## src/rtl/fs_df_pkg.sv

```systemverilog
// Shared constants for the fs_df registered full subtractor.
package fs_df_pkg;

    localparam int   FS_DF_WIDTH = 1;
    localparam logic D_RST       = 1'b0;
    localparam logic BA_RST      = 1'b0;
    localparam logic OVF_RST     = 1'b0;

endpackage

```

## src/rtl/fs_df_bit.sv

```systemverilog
// Combinational 1-bit full subtractor cell: d = a - b - c with borrow-out ba.
module fs_df_bit (
    input  logic a,
    input  logic b,
    input  logic c,
    output logic d,
    output logic ba
);

    assign d  = a ^ b ^ c;
    assign ba = (~a & b) | (~(a ^ b) & c);

endmodule

```

## src/rtl/fs_df_sync.sv

```systemverilog
// Registered WIDTH-bit ripple-borrow full subtractor: {ba,d} = a - b - c, latency 1.
// Define FS_DF_OVF_EN to add the registered two's-complement overflow output ovf.
module fs_df_sync
    import fs_df_pkg::*;
#(
    parameter int WIDTH = FS_DF_WIDTH
) (
    input  logic             clk,
    input  logic             rst,
    input  logic             in_valid,
    input  logic [WIDTH-1:0] a,
    input  logic [WIDTH-1:0] b,
    input  logic             c,
    output logic             out_valid,
    output logic [WIDTH-1:0] d,
    output logic             ba
`ifdef FS_DF_OVF_EN
    ,
    output logic             ovf
`endif
);

    localparam int MSB = WIDTH - 1;

    logic [WIDTH:0]   bw;
    logic [WIDTH-1:0] d_next;

    assign bw[0] = c;

    for (genvar i = 0; i < WIDTH; i++) begin : g_bit
        fs_df_bit u_bit (
            .a  (a[i]),
            .b  (b[i]),
            .c  (bw[i]),
            .d  (d_next[i]),
            .ba (bw[i+1])
        );
    end

    always_ff @(posedge clk) begin
        if (rst) begin
            out_valid <= 1'b0;
            d         <= {WIDTH{D_RST}};
            ba        <= BA_RST;
        end else begin
            out_valid <= in_valid;
            if (in_valid) begin
                d  <= d_next;
                ba <= bw[WIDTH];
            end
        end
    end

`ifdef FS_DF_OVF_EN
    // Overflow only possible when operand signs differ and the result sign flips from a.
    logic ovf_next;

    assign ovf_next = (a[MSB] ^ b[MSB]) & (d_next[MSB] ^ a[MSB]);

    always_ff @(posedge clk) begin
        if (rst) begin
            ovf <= OVF_RST;
        end else if (in_valid) begin
            ovf <= ovf_next;
        end
    end
`endif

endmodule

```

## config.mk

```make
export PLATFORM = sky130hd
export DESIGN_NAME = fs_df_sync
export DESIGN_NICKNAME = d
export VERILOG_FILES = /design/src/rtl/fs_df_pkg.sv /design/src/rtl/fs_df_bit.sv /design/src/rtl/fs_df_sync.sv
export SDC_FILE = /design/constraint.sdc
export NUM_CORES = 1
export LEC_CHECK = 0
export BUFFER_PORTS_ARGS = -buffer_cell sky130_fd_sc_hd__buf_2
export CORE_AREA = 2 2 39 41
export DETAILED_ROUTE_END_ITERATION = 7
export DIE_AREA = 0 0 41 43
export GPL_TIMING_DRIVEN = 1
export PLACE_DENSITY = 0.3
export SETUP_SLACK_MARGIN = 0.02
export SLEW_MARGIN = 30
export SYNTH_ARGS = -nofsm -noshare
export SYNTH_HDL_FRONTEND = slang
export SYNTH_SLANG_ARGS = --single-unit
```

## constraint.sdc

```tcl
create_clock -name clk -period 1.1 [get_ports clk]
set_input_delay 0.165 -clock clk [delete_from_list [all_inputs] [get_ports clk]]
set_output_delay 0.165 -clock clk [all_outputs]
set_load 0.03 [all_outputs]
```

==> results.py, run 1 <==
metrics = {
    "outcome": {
        "status": "complete, no violations",
    },
    "yosys": {
        "synth.area.top_cells": "dfxtp_1 51%, fa_1 17%, mux2i_1 8.4%",
        "synth_edf_count": 0,
        "yosys_warnings": 0,
        "yosysSeqAreaShare_pct": 50.53,
        "synthTopCellsByCount": "3 x dfxtp_1, 2 x inv_1, 2 x nor2_1",
        "avgSynthCellArea_um2": 10.81,
        "synth_cell_types": 7,
        "yosysMostFrequentCell": "dfxtp_1",
        "syn_nets": 18,
        "synthCells": 11,
        "ys.flop_type": "dfxtp_1",
        "ys_async_sr_fraction_pct": 0,
        "synth_largest_area_cell": "dfxtp_1",
        "synth_area_um2": 118.9,
        "ys_ff_latch": 3,
        "netlist.area_leader.share_pct": 50.53,
    },
    "sta": {
        "max_freq_mhz": 1102,
        "min_period_over_period_pct": 82.47,
        "max_slew.worst_pin.slew_ns": 0.1622,
        "max-slew-margin-rel_pct": 89.12,
        "hold_viol": 0,
        "finalCriticalPeriod_ns": 0.9072,
        "drv_slew": 0,
        "fin_skew_ns": 0,
        "setup_viol": 0,
        "postLayoutSetupSlackWorst_ns": 0.1928,
        "rsz0062_at_grt": "no",
        "timing.setup.tns_ns": 0,
    },
    "drt": {
        "vias_per_cell": 2.769,
        "drt-pass1-iter-count": 1,
        "wl_um": 267,
        "drc": 0,
        "dr_total_vias": 108,
        "wire_per_inst_um": 6.846,
        "drtIter0Drc": 0,
        "antenna_left": 0,
    },
    "finish": {
        "fill_cells": 164,
        "multi_input_area_um2": 51.30,
        "n_antenna_cell": 0,
        "final_nets": 31,
        "ff_latch_area_um2": 60.06,
        "areaGrowthSynthToFinish_pct": 72.63,
        "drive_gt1_share_pct": 47.83,
    },
    "floorplanning": {
        "die_h_um": 43,
        "die_w_um": 41,
        "pin_count": 9,
        "rows": 14,
        "initial_utilization_pct": 8.590,
        "dieArea_um2": 1763,
        "core_area_um2": 1384,
    },
    "critical_path": {
        "crit_arrival_ns": 0.74,
        "critPathLaunch": "d",
        "reg2reg_from": "ba",
        "critPathSlowestCell": "dfxtp_1",
        "cpLargestDelayFamily": "flip-flops",
        "cp_max_fo": 2,
        "end_kind": "output port",
        "required_ns": 0.94,
        "crit_path_cell_trace": "buf_2",
        "critPathKind": "register to output port",
        "worstSetupStartpointType": "register",
        "max_stage_delay_ns": 0.32,
        "critPathBufInv": 1,
    },
    "cts": {
        "cts_root_buf": "clkbuf_4",
        "clock_path_buffers": 2,
        "postCtsHoldBufs": 0,
        "cts_tree": "done",
        "clock_latency_ns": 0.23,
        "numCtsBuffers": 3,
        "clk_pin_slew_worst_paths_ns": 0.04,
        "cts_resized": 0,
        "postCtsSetupBuffers": 0,
        "cts.htree.levels": 1,
        "cts_sinks": 3,
    },
    "pwr": {
        "sequentialPowerShare_pct": 33.0,
        "ir_drop_mv": 0.1899,
        "leakagePower_nw": 0.1054,
        "p_int_uw": 274.7,
        "swShare_pct": 24.79,
        "clkPwrFrac_pct": 52.1,
        "combPwrFrac_pct": 14.8,
        "switching_power_uw": 90.57,
        "powerDensity_nw_per_um2": 1780,
    },
    "global_route": {
        "gr-total-overflow": 0,
        "gr-usage-all-layers_pct": 3.815,
        "grt_pass1_wl_um": 358,
        "first_global_vias": 108,
        "grt_max_degree": 5,
        "antenna_found_initial": 0,
    },
    "placement": {
        "portBuffers": 8,
        "place_congestion": 0.4781,
        "dp_slack_ns": 0.05059,
    },
    "run": {
        "maxCapViolCount": 0,
    },
    "hold_path": {
        "min_path_type": "input pin to register",
        "worst_hold_startpoint": "rst",
    },
}
[worst reg2reg max path, cell delays in order, from the launching register on]
cell and delay [ns]:
dfxtp_1 0.31, nor2_1 0.05, a211oi_1 0.18
[flip-flops by register name, indices dropped and copies added (netlist names)]
register,count
d,1
ba,1
out_valid,1
[cell families (layout without fill, tap and decap cells)]
logic type / count (synthesis) / in the layout / share of synthesized area [%]
and+or+nand+nor: 3 / 3 / 11.58
AOI/OAI and AO/OA: 1 / 1 / 6.318
DFF: 3 / 3 / 50.53
muxes: 1 / 1 / 8.421
buffers and inverters: 2 / 14 / 6.318
adders and majority gates: 1 / 1 / 16.84
[metal layers]
layer	vias up	wire (µm)	global-route usage (%)
met5	-	0	0
met4	0	0	8.000
met3	0	60	1.571
met2	9	96	4.063
met1	42	109	3.215
li1	57	-	-
[metrics by stage]
stage	power, mW	instance area (µm²)	utilization (%)	cells	hold WS (ns)
after floorplan	0.1534	118.9	-	11	0.2366
after global placement	0.1760	178.9	12.93	35	0.3625
after detailed placement	0.1770	178.9	12.93	35	0.3702
after CTS	0.3803	205.2	14.83	39	0.1207
after global routing	0.3871	205.2	14.83	39	0.1288
final	0.3653	205.2	14.83	39	0.1322
[final timing paths]
path         endpoint  slack, ns  depth (start not counted)
max reg2reg        ba       0.48                          2
max                 d       0.19                          1
min reg2reg         d       0.49                          2
min                 d       0.13                          2
[cell type report]
| cell class | count | share of cell area, % |
|---|---|---|
| Timing Repair Buffer | 8 | 19.51 |
| Sequential cell | 3 | 29.27 |
| Clock buffer | 4 | 12.80 |
| Inverter | 2 | 3.659 |
| Multi-Input combinational cell | 6 | 25.00 |
| Tap cell | 16 | 9.756 |
[power groups by stage]
stage | Combinational (mW) | Sequential, mW | Clock, mW
after global routing | 0.0597 | 0.121 | 0.206
after global placement | 0.0538 | 0.122 | 0
after detailed placement | 0.0546 | 0.122 | 0
final | 0.0542 | 0.121 | 0.190
after CTS | 0.0546 | 0.121 | 0.205
after floorplan | 0.0145 | 0.139 | 0
[cells in the final DEF (no fill, tap or decap)]
| cell type | count |
|---|---|
| nor2_1 | 2 |
| clkbuf_4 | 3 |
| buf_2 | 8 |
| nor2b_1 | 1 |
| dfxtp_1 | 3 |
| fa_1 | 1 |
| clkbuf_1 | 1 |
| mux2i_1 | 1 |
| a211oi_1 | 1 |
| inv_1 | 2 |
(Power assumes the default switching activity.)
==> run 2: changes to the inputs <==
Clock period 1.1 ns to 0.8 ns, I/O delays scaled along.
==> results.py, run 2 (synthesis gave the netlist of run 1 again) <==
metrics = {
    "outcome": {
        "status": "finished with violations",
        "violations": "negative setup slack",
    },
    "drt": {
        "m1WireLength_um": 127,
        "dr_wl_met3_um": 43,
        "drc": 0,
        "drt-pass1-iter-count": 2,
        "dr_total_vias": 121,
        "vias_per_cell": 2.951,
        "wire_per_inst_um": 6.634,
        "antenna_left": 0,
        "dr.max_layer_used": "met3",
        "drtIter0Drc": 1,
        "wl_um": 272,
        "wl_met2_um": 100,
    },
    "finish": {
        "final_nets": 33,
        "final_cell_mix": "5 x buf_6, 3 x dfxtp_2, 3 x clkbuf_4, 3 x buf_2",
        "layout_commonest_cell": "buf_6",
        "ff_latch_area_um2": 63.81,
        "multi_input_area_um2": 51.30,
        "drive_gt1_share_pct": 72.00,
        "top_regs": "ba: 1 flops, d: 1 flops, out_valid: 1 flops",
        "n_antenna_cell": 0,
        "fill_cells": 153,
        "areaGrowthSynthToFinish_pct": 114.7,
    },
    "critical_path": {
        "worstSetupStartpointType": "register",
        "cp_max_fo": 2,
        "critPathBufInv": 1,
        "critPathSlowestCell": "dfxtp_2",
        "critPathKind": "register to output port",
        "required_ns": 0.68,
        "max_stage_delay_ns": 0.33,
        "end_kind": "output port",
        "crit_path_cell_trace": "buf_6",
        "crit_arrival_ns": 0.68,
        "cpLargestDelayFamily": "flip-flops",
    },
    "global_route": {
        "grt_max_degree": 5,
        "grt_pass1_wl_um": 414,
        "gr-total-overflow": 0,
        "antenna_found_initial": 0,
        "gr-usage-all-layers_pct": 4.418,
        "first_global_vias": 98,
    },
    "pwr": {
        "powerDensity_nw_per_um2": 2111,
        "leakagePower_nw": 0.1222,
        "ir_drop_mv": 0.3803,
        "fin_total_pwr_uw": 538.9,
    },
    "cts": {
        "cts_tree": "done",
        "cts_sinks": 3,
        "clock_latency_ns": 0.23,
        "postCtsHoldBufs": 0,
        "numCtsBuffers": 3,
        "cts.htree.levels": 1,
        "cts_root_buf": "clkbuf_4",
        "clk_pin_slew_worst_paths_ns": 0.04,
        "clock_path_buffers": 2,
    },
    "sta": {
        "min_period_over_period_pct": 100.0,
        "drv_slew": 0,
        "finalCriticalPeriod_ns": 0.8000,
        "setup_viol": 1,
        "fin_skew_ns": 0,
        "max_slew.worst_pin.slew_ns": 0.1586,
        "max-slew-margin-rel_pct": 89.36,
        "rsz0062_at_grt": "yes",
        "max_freq_mhz": 1250,
        "postLayoutSetupSlackWorst_ns": -0.00002487,
        "hold_viol": 0,
    },
    "placement": {
        "place_congestion": 0.4951,
        "portBuffers": 8,
        "dp_slack_ns": -0.2015,
    },
    "run": {
        "maxCapViolCount": 0,
    },
    "floorplanning": {
        "die_h_um": 43,
        "core_area_um2": 1384,
        "initial_utilization_pct": 8.590,
        "dieArea_um2": 1763,
        "die_w_um": 41,
        "pin_count": 9,
        "rows": 14,
    },
    "hold_path": {
        "min_path_type": "input pin to register",
    },
}
-- run 2: cell type report --
class,instances,share of cell area [%]
Inverter,2,2.941
Multi-Input combinational cell,6,20.10
Sequential cell,3,25.00
Tap cell,16,7.843
Timing Repair Buffer,10,33.82
Clock buffer,4,10.29
-- run 2: per-layer routing --
metal | GRT usage, % | vias to the layer above
met5 | 0 | -
met4 | 6.000 | 0
met1 | 5.145 | 50
li1 | - | 62
met3 | 4.712 | 0
met2 | 3.125 | 9
-- run 2: worst reg2reg max path, delay by kind of cell (launching register included) --
| family | cells | cell delay, ns |
|---|---|---|
| and+or+nand+nor | 1 | 0.06 |
| buffers and inverters | 1 | 0.12 |
| DFF | 1 | 0.31 |
| muxes | 1 | 0.11 |
-- run 2: worst paths after layout --
check	depth (start not counted)	startpoint	slack, ns	end
max	1	d	-0.00002	d
min	2	rst	0.07	d
max reg2reg	3	d	0.08	d
min reg2reg	3	d	0.60	d
-- run 2: power breakdown --
part | switching, mW | internal, mW
combinational | 0.0469 | 0.0574
clock | 0.0769 | 0.187
sequential | 0.00668 | 0.164
total | 0.131 | 0.408
-- run 2: through the flow --
stage / area, µm² / TNS [ns] / hold slack [ns] / std cells / utilization [%]
after floorplan: 120.1 / -0.06877 / 0.1853 / 11 / -
after global placement: 180.2 / -0.3287 / 0.3087 / 35 / 13.02
after detailed placement: 180.2 / -0.3470 / 0.3184 / 35 / 13.02
after CTS: 235.2 / -0.02761 / 0.06852 / 40 / 17.00
after global routing: 255.2 / -0.08327 / 0.07524 / 41 / 18.44
final: 255.2 / -0.00002487 / 0.07383 / 41 / 18.44
-- run 2: what timing repair did --
item | CTS | global route
gates resized for setup | 8 | 4
buffers inserted | 1 | 1
pin swaps | 0 | 2
setup endpoints to repair | 3 | 4
==> run 3: changes to the inputs <==
Settings changed: ABC_AREA from default to 1, SYNTH_HIERARCHICAL from default to 1.
==> results.py, run 3 <==
metrics = {
    "sta": {
        "max-slew-margin-rel_pct": 94.16,
        "postLayoutSetupSlackWorst_ns": 0.002243,
        "drv_slew": 0,
        "max_slew.worst_pin.slew_ns": 0.08765,
        "setup_viol": 0,
        "hold_viol": 0,
        "max_freq_mhz": 1254,
        "min_period_over_period_pct": 99.72,
        "rsz0062_at_grt": "yes",
        "finalCriticalPeriod_ns": 0.7978,
        "fin_skew_ns": 0,
        "hold_ws_ns": 0.05124,
    },
    "critical_path": {
        "crit_path_cell_trace": "buf_6",
        "reg2reg_from": "d",
        "critPathKind": "register to output port",
        "cpLargestDelayFamily": "flip-flops",
        "required_ns": 0.68,
        "end_kind": "output port",
        "worstReg2RegEnd": "d",
        "max_stage_delay_ns": 0.32,
        "ff2ff_setup_slack_ns": 0.24,
        "crit_arrival_ns": 0.68,
        "critPathSlowestCell": "dfxtp_2",
        "cp_max_fo": 2,
        "r2r_cells": 2,
        "worstSetupStartpointType": "register",
        "critPathBufInv": 1,
    },
    "finish": {
        "areaGrowthSynthToFinish_pct": 82.14,
        "drive_gt1_share_pct": 43.75,
        "final_nets": 40,
        "n_antenna_cell": 0,
        "final_cell_mix": "7 x inv_1, 5 x nor2_1, 4 x nand2_1, 4 x buf_6, 4 x buf_2",
        "top_regs": "ba: 1 flops, d: 1 flops, out_valid: 1 flops",
        "layout_commonest_cell": "inv_1",
    },
    "cts": {
        "postCtsSetupBuffers": 0,
        "cts.htree.levels": 1,
        "cts_tree": "done",
        "clk_pin_slew_worst_paths_ns": 0.04,
        "cts_root_buf": "clkbuf_4",
        "numCtsBuffers": 3,
        "clock_path_buffers": 2,
        "clock_latency_ns": 0.23,
        "cts_sinks": 3,
        "postCtsHoldBufs": 0,
    },
    "pwr": {
        "powerDensity_nw_per_um2": 2077,
        "ir_drop_mv": 0.2890,
        "fin_total_pwr_uw": 530.2,
        "leakagePower_nw": 0.1464,
    },
    "floorplanning": {
        "die_w_um": 41,
        "initial_utilization_pct": 10.13,
        "rows": 14,
        "die_h_um": 43,
        "dieArea_um2": 1763,
        "pin_count": 9,
        "core_area_um2": 1384,
    },
    "drt": {
        "dr.max_layer_used": "met3",
        "drt-pass1-iter-count": 1,
        "drtIter0Drc": 0,
        "wl_met2_um": 124,
        "dr_wl_met3_um": 47,
        "wire_per_inst_um": 5.833,
        "vias_per_cell": 2.813,
        "antenna_left": 0,
        "wl_um": 280,
        "drc": 0,
        "m1WireLength_um": 109,
        "dr_total_vias": 135,
    },
    "placement": {
        "dp_slack_ns": -0.2201,
        "portBuffers": 8,
        "dp_hpwl_um": 232.5,
        "place_congestion": 0.5071,
    },
    "global_route": {
        "grt_pass1_wl_um": 379,
        "first_global_vias": 114,
        "gr-usage-all-layers_pct": 3.711,
        "gr-total-overflow": 0,
        "grt_max_degree": 6,
        "antenna_found_initial": 0,
    },
    "yosys": {
        "synth.area.top_cells": "dfxtp_1 43%, inv_1 19%, fa_1 14%",
        "synthTopCellsByCount": "7 x inv_1, 5 x nor2_1, 4 x nand2_1",
        "yosysMostFrequentCell": "inv_1",
        "ys_ff_latch": 3,
        "yosysSeqAreaShare_pct": 42.86,
        "synth_edf_count": 0,
        "ys_async_sr_fraction_pct": 0,
        "avgSynthCellArea_um2": 7.007,
        "netlist.area_leader.share_pct": 42.86,
        "synth_largest_area_cell": "dfxtp_1",
        "ys.flop_type": "dfxtp_1",
        "synth_area_um2": 140.1,
        "syn_nets": 27,
        "synthCells": 20,
        "yosys_warnings": 6,
        "synth_cell_types": 5,
    },
    "hold_path": {
        "min_path_type": "input pin to register",
        "hold_path_end": "out_valid",
        "holdPathStages": 2,
        "worst_hold_startpoint": "rst",
    },
    "outcome": {
        "status": "complete, no violations",
    },
    "run": {
        "maxCapViolCount": 0,
    },
}
-- run 3: cell type report --
type                       instances  area (µm²)
sequential                         3       63.81
tap                               16       20.02
multi-input combinational         10       53.80
clock buffer                       4       26.28
fill                             159        1129
inverter                           7       26.28
timing repair buffer               8       65.06
-- run 3: worst max-delay path by stage --
stage               slack [ns]  cells after the start  endpoint  from
global placement         -0.21                      6         d     a
detailed placement       -0.22                      6         d     a
floorplan                -0.08                      6         d     b
finish                   0.002                      1         d     d
global route             -0.02                      1        ba    ba
CTS                      -0.01                      1         d     d
-- run 3: stage by stage --
step                area, µm²  TNS (ns)  cells  utilization [%]
finish                  255.2         0     48            18.44
global route            255.2  -0.05215     48            18.44
CTS                     249.0  -0.02196     48            17.99
detailed placement      200.2   -0.3937     44            14.47
global placement        200.2   -0.3613     44            14.47
floorplan               140.1  -0.08320     20                -
-- run 3: cells by family (layout without fill, tap and decap cells) --
group	after synthesis	in the layout	synth area share, %
adder cells (fa/ha/maj)	1	1	14.29
buffers and inverters	7	19	18.75
AND/OR/NAND/NOR	9	9	24.11
flip-flops	3	3	42.86
-- run 3: timing repair --
item | CTS | global route
setup endpoints to repair | 3 | 5
pin swaps | 0 | 0
gates resized for setup | 9 | 1
-- run 3: layer usage --
layer / up-vias / global-route usage, %
li1: 76 / -
met1: 51 / 3.205
met2: 8 / 4.688
met3: 0 / 1.571
met4: 0 / 6.000
met5: - / 0
-- run 3: power by group --
| part | switching (mW) | internal, mW | total, mW | leakage (nW) |
|---|---|---|---|---|
| Combinational | 0.0505 | 0.0455 | 0.0960 | 0.106 |
| Clock | 0.0772 | 0.187 | 0.264 | 0.0150 |
| Sequential | 0.00636 | 0.164 | 0.170 | 0.0258 |
